## src/rtl/md_controller.sv

```systemverilog
// Iterative multiply/divide unit with HI/LO registers for a 5-stage MIPS pipeline.
// One radix-2 step per cycle; 33 cycles from issue to the HI/LO update.
module md_controller #(
  parameter logic [31:0] DIV0_Q = 32'hFFFFFFFF
) (
  input  logic        clk,
  input  logic        reset,
  input  logic        start,
  input  logic [1:0]  op,
  input  logic [31:0] src_a,
  input  logic [31:0] src_b,
  input  logic        hi_we,
  input  logic        lo_we,
  input  logic [31:0] wr_data,
  input  logic        id_hilo_use,
  input  logic        id_md_op,
  output logic        busy,
  output logic        md_stall,
  output logic        done,
  output logic [31:0] hi,
  output logic [31:0] lo
);

  typedef enum logic [1:0] {IDLE, CALC, FIX} state_t;

  state_t      state, state_next;
  logic [5:0]  cnt;
  logic        is_div;
  logic        sign_a;
  logic        neg_res;
  logic [31:0] mag_b;
  logic [63:0] acc;

  // op[0] set means unsigned; op[1] set means divide.
  logic        a_neg, b_neg;
  logic [31:0] mag_a_in, mag_b_in;
  assign a_neg    = ~op[0] & src_a[31];
  assign b_neg    = ~op[0] & src_b[31];
  assign mag_a_in = a_neg ? -src_a : src_a;
  assign mag_b_in = b_neg ? -src_b : src_b;

  // Multiply step: {HI, multiplier} register, add multiplicand on LSB, shift right.
  logic [32:0] mul_sum;
  logic [63:0] mul_next;
  assign mul_sum  = {1'b0, acc[63:32]} + {1'b0, (acc[0] ? mag_b : 32'h0)};
  assign mul_next = {mul_sum, acc[31:1]};

  // Restoring divide step: {remainder, dividend->quotient} register.
  logic [32:0] div_shift, div_trial;
  logic [63:0] div_next;
  assign div_shift = acc[63:31];
  assign div_trial = div_shift - {1'b0, mag_b};
  assign div_next  = div_trial[32] ? {div_shift[31:0], acc[30:0], 1'b0}
                                   : {div_trial[31:0], acc[30:0], 1'b1};

  // With a zero divisor every trial succeeds, so the remainder ends up equal to
  // |src_a|; re-applying sign_a then reproduces src_a exactly for HI.
  logic [63:0] prod;
  logic [31:0] quot, rem, res_hi, res_lo;
  assign prod   = neg_res ? -acc : acc;
  assign quot   = neg_res ? -acc[31:0] : acc[31:0];
  assign rem    = sign_a ? -acc[63:32] : acc[63:32];
  assign res_hi = is_div ? rem : prod[63:32];
  assign res_lo = is_div ? ((mag_b == 32'h0) ? DIV0_Q : quot) : prod[31:0];

  assign busy     = (state != IDLE);
  assign md_stall = (busy | start) & (id_hilo_use | id_md_op);

  // NOTE: sequential state uses non-blocking assignments so every register samples pre-edge values.
  always_ff @(posedge clk or posedge reset) begin
    if (reset) state <= IDLE;
    else       state <= state_next;
  end

  // NOTE: default assigned first so no path leaves state_next unassigned (no latch).
  always_comb begin
    state_next = state;
    case (state)
      IDLE:    if (start) state_next = CALC;
      CALC:    if (cnt == 6'd31) state_next = FIX;
      FIX:     state_next = IDLE;
      default: state_next = IDLE;
    endcase
  end

  always_ff @(posedge clk or posedge reset) begin
    if (reset) begin
      cnt     <= 6'd0;
      is_div  <= 1'b0;
      sign_a  <= 1'b0;
      neg_res <= 1'b0;
      mag_b   <= 32'h0;
      acc     <= 64'h0;
      hi      <= 32'h0;
      lo      <= 32'h0;
      done    <= 1'b0;
    end else begin
      done <= 1'b0;
      case (state)
        IDLE: begin
          if (hi_we) hi <= wr_data;
          if (lo_we) lo <= wr_data;
          if (start) begin
            is_div  <= op[1];
            sign_a  <= a_neg;
            neg_res <= a_neg ^ b_neg;
            mag_b   <= mag_b_in;
            acc     <= {32'h0, mag_a_in};
            cnt     <= 6'd0;
          end
        end
        CALC: begin
          cnt <= cnt + 6'd1;
          acc <= is_div ? div_next : mul_next;
        end
        FIX: begin
          hi   <= res_hi;
          lo   <= res_lo;
          done <= 1'b1;
        end
        default: ;
      endcase
    end
  end

endmodule

```

## config.mk

```make
export PLATFORM = sky130hd
export DESIGN_NAME = md_controller
export DESIGN_NICKNAME = d
export VERILOG_FILES = /design/src/rtl/md_controller.sv
export SDC_FILE = /design/constraint.sdc
export NUM_CORES = 1
export LEC_CHECK = 0
export ABC_CLOCK_PERIOD_IN_PS = 13600
export CAP_MARGIN = 5
export CELL_PAD_IN_SITES_DETAIL_PLACEMENT = 1
export CELL_PAD_IN_SITES_GLOBAL_PLACEMENT = 2
export CORE_MARGIN = 1
export CORE_UTILIZATION = 30
export CTS_BUF_LIST = sky130_fd_sc_hd__clkbuf_8 sky130_fd_sc_hd__clkbuf_16
export CTS_CLUSTER_DIAMETER = 150
export DETAILED_ROUTE_END_ITERATION = 16
export GPL_TIMING_DRIVEN = 1
export MAX_ROUTING_LAYER = met4
export PLACE_DENSITY = 0.72
export SYNTH_ARGS = -nofsm -noshare
export SYNTH_HDL_FRONTEND = slang
export SYNTH_SLANG_ARGS = --single-unit
```

## constraint.sdc

```tcl
create_clock -name clk -period 13.6 [get_ports clk]
set_input_delay 2.72 -clock clk [delete_from_list [all_inputs] [get_ports clk]]
set_output_delay 2.72 -clock clk [all_outputs]
set_load 0.05 [all_outputs]
```

# Word level (Yosys, flattened, before mapping)
# Index checks and enable logic that the tools add are counted.
# totals
register_bits	172
latchBits	0
ram_bits	0
rom_bits	0
input_bits	105
out_inout_bits	67
memories	0
# classes
n_addsub	8
multipliers	0
div	0
magnitude_cmp	0
eq_ne	7
shifts	0
mux	23
bitwise_logic	7
n_reduce_logical	10
# ops
cell	count
two-way mux 32 bit	10
two-way mux 64 bit	4
negator 32 bit	4
case mux 32 bit (2 select lines)	2
case mux 64 bit (2 select lines)	1
negator 64 bit	1
adder 32 x 32 -> 33 bit	1
subtractor 33 x 32 -> 33 bit	1
logical NOT 32 bit	1
case mux 6 bit (2 select lines)	1
AND reduction 2 bit	5
!= test 2 bit, second input constant	4
adder 6 x 1 -> 6 bit, second input constant	1
== test 6 x 5 -> 1 bit, second input constant	1
two-way mux 6 bit	1
nonzero test 2 bit	3
two-way mux 2 bit	2
case mux 2 bit (2 select lines)	1
AND 1 bit	3
== test 2 x 1 -> 1 bit, second input constant	1
== test 2 bit, second input constant	1
logical NOT 2 bit	1
OR 1 bit	2
two-way mux 1 bit	1
other kinds (2)	2

# Longest topological paths before layout
# depth
word_depth	5
ltp_mapped	15
depth_no_buf	14

# Worst setup path before layout
# Ideal clock, no wire load.
# synth_path
path_kind	input -> output
startpoint	input port id_md_op
endpoint	output port md_stall
arrival_ns	3.145
required_time_ns	10.880
setup_slack_ns	7.735
path_stages	1
path_cell_list	o22a_1
# synth_via
elab_chain_cells	2
# synth_lines
element	line	rtl
start: declaration	16	input logic id_md_op,
OR 1 bit	67	assign md_stall = (busy | start) & (id_hilo_use | id_md_op);
AND 1 bit	67	
end: declaration	18	output logic md_stall,
# Every way passes these cells.

# Worst setup path after layout
# layout_path
startpoint	input port start
endpoint	output port md_stall
# layout_via
elab_chain_cells	2
# layout_lines
element	line	rtl
start: declaration	8	input logic start,
OR 1 bit	67	
AND 1 bit	67	
# Every way passes these cells.

==> impl_metrics.py <==
metrics = {
    "global_routing": {
        "gr-usage-all-layers": 0.230,
        "grt_pass1_vias": 13474,
        "grt_pass1_wl_um": 81500,
        "grt_antenna_before_repair": 0,
        "gr-total-overflow": 0,
        "grt_max_degree": 85,
    },
    "finish": {
        "antenna_cells": 0,
        "n_fill_cell": 5509,
        "final_cell_mix": "nand2_1 (202), dfrtp_1 (171), clkdlybuf4s50_1 (171)",
        "nets": 2010,
        "final_cells": 2447,
        "layout-drive-gt1-share": 0.0487,
        "area_growth_pct": 20.0,
        "fin_util": 0.367,
        "layout_commonest_cell": "nand2_1",
        "design_area_mm2": 0.0168,
    },
    "clock_tree": {
        "clk_path_buf_depth": 2,
        "clockRootBuffer": "clkbuf_16",
        "holdBufCountCts": 0,
        "clkLatencyLatePin_ps": 470,
        "ctsResizeCount": 0,
        "cts_buffers": 17,
        "cts_max_level": 4,
        "postCtsSetupBuffers": 0,
        "cts.sinks": 172,
        "cts_tree": "yes",
        "path_clk_slew_ps": 70,
    },
    "worst_setup_path": {
        "slowest_stage": "clkdlybuf4s50_1",
        "cp_max_fo": 3,
        "startpoint_type": "primary input",
        "crit_path_end_kind": "output port",
        "arrival_ps": 4160,
        "worst_r2r_startpoint": "acc[31]",
        "ff2ff_setup_slack_ps": 8580,
        "critPathRequiredTime_ps": 10880,
        "reg2reg_depth": 13,
        "r2r_end": "acc[43]",
        "cp_slowest_stage_delay_ps": 800,
        "crit_path_cell_trace": "clkdlybuf4s50_1, o22a_1, clkdlybuf4s50_1",
        "critPathKind": "in2out",
        "crit_buf_inv": 2,
        "path_common_cell": "clkdlybuf4s50_1",
        "cp_top_family": "buffers and inverters",
    },
    "timing": {
        "post-route-period-util": 0.506,
        "setup_tns_ps": 0,
        "hold_viol_final": 0,
        "fin_skew_ps": 13.3,
        "layout_min_cycle_time_ps": 6880,
        "setup_viol": 0,
        "slew_headroom": 0.220,
        "finalMaxSlewViolations": 0,
        "tightest_slew_ps": 1140,
        "rsz0062_at_grt": "no",
        "hold_slack_ps": 477,
        "fmax_mhz": 145,
    },
    "placement": {
        "port-buffer-count": 171,
        "place_inst": 2415,
        "place_area_mm2": 0.0162,
        "dp_hpwl_um": 40600,
        "place.gp.congestion": 0.889,
    },
    "flow_run": {
        "max-cap-violations": 0,
    },
    "logic_synthesis": {
        "syn_area_per_cell_um2": 8.09,
        "ys.warnings.count": 0,
        "yosys_most_used_dff": "dfrtp_1",
        "yosysTopAreaCell": "dfrtp_1",
        "netlist.area_leader.share": 0.308,
        "syn_nets": 1905,
        "yosysSeqAreaShare": 0.308,
        "ys_top_cells_by_area": "dfrtp_1 (31%), xnor2_1 (6.5%), ha_1 (6.2%)",
        "synth-edff-count": 0,
        "synth-seq-cells": 172,
        "netlist_area_mm2": 0.0140,
        "synthArstFlopShare": 1.00,
        "synth_cell_types": 80,
        "synth_cells": 1729,
    },
    "routing": {
        "drt_first_pass_iters": 5,
        "routed_wl_um": 52300,
        "wl_per_cell_um": 21.4,
        "vias": 13251,
        "drt_iter0_markers": 867,
        "ant_nets": 0,
        "viasPerCell": 5.42,
        "drcViolationCount": 0,
    },
    "hold_path": {
        "hold_path_class": "reg2reg",
        "min_path_cells": 2,
        "hold_start": "mag_b[15]",
        "min_to": "mag_b[15]",
    },
    "floorplan": {
        "io_pins": 172,
        "die-area_mm2": 0.0475,
        "core_mm2": 0.0457,
        "die_height_um": 218,
        "std_cell_rows": 78,
        "die_w_um": 218,
        "start_util": 0.306,
    },
    "status": {
        "status": "complete, no violations",
    },
    "pwr": {
        "cellPowerDensity_mw_per_mm2": 243,
        "ir_worst_vdd_uv": 126,
        "p_leak_uw": 0.00689,
    },
}
-- cells in the mapped netlist, types with 36 or more instances --
library cell	number
xor2_1	67
dfrtp_1	172
xnor2_1	103
inv_1	57
ha_1	69
nand2_1	203
a21o_1	36
o21ai_1	112
o21ai_0	96
nor2_1	121
mux2i_1	60
clkbuf_1	80
a21oi_1	126
-- worst reg2reg max path, stage by stage, from the launching register on --
cell,delay (ps)
dfrtp_1,480
inv_1,140
ha_1,240
fa_1,400
nand2b_1,200
a21oi_1,280
o21ai_1,240
nand2_1,170
a311oi_1,170
o41ai_1,730
xor2_4,710
buf_4,470
mux2_2,380
a221o_1,320
-- metal layers --
layer / routed length [um] / vias to the layer above / track usage
met3: 1710 / 44 / 0.0252
met2: 23400 / 219 / 0.347
li1: - / 6454 / -
met5: 0 / - / -
met4: 805 / 0 / 0.0576
met1: 26300 / 6534 / 0.324
-- sequential cells by signal (all words and copies together) (netlist names) --
signal and cells:
acc 64, hi 32, lo 32, mag_b 32
cnt 6, state 2, done 1, is_div 1
neg_res 1, sign_a 1
-- through the flow --
stage          setup WS [ps]  power (uW)
6_report                6720        4070
3_3_place_gp            6720        3510
3_5_place_dp            6710        3560
4_1_cts                 6710        4080
5_1_grt                 6670        4370
2_1_floorplan           6220        2750
-- where the power goes --
part           switching [uW]  total [uW]  internal, uW
combinational            1520        2530          1010
clock                     242         503           260
sequential                333        1040           703
total                    2100        4070          1970
-- area by class of cell --
| cell class | instances | area (um^2) | share of cell area |
|---|---|---|---|
| clock buffer | 18 | 439 | 0.0262 |
| inverter | 57 | 219 | 0.0130 |
| tap | 600 | 751 | 0.0447 |
| timing repair buffer | 188 | 1840 | 0.110 |
| multi-input combinational | 1398 | 9090 | 0.542 |
| sequential | 172 | 4310 | 0.257 |
| clock inverter | 14 | 138 | 0.00820 |
-- cells by family after synthesis --
family | after synthesis | share of synthesized area
DFF | 172 | 0.308
muxes | 61 | 0.0438
xor gates and xnor gates | 170 | 0.106
and+or+nand+nor | 511 | 0.176
adders and majority gates | 71 | 0.0646
AOI/OAI and AO/OA | 585 | 0.256
buffers and inverters | 159 | 0.0458
-- worst max path at each step --
| stage | from | cells after the start | to |
|---|---|---|---|
| 6_report | start | 3 | md_stall |
| 5_1_grt | start | 3 | md_stall |
| 4_1_cts | start | 3 | md_stall |
| 3_5_place_dp | start | 3 | md_stall |
| 3_3_place_gp | start | 3 | md_stall |
| 2_1_floorplan | reset | 1 | acc[0] |
Note: power is estimated with default switching activity, not from simulation.
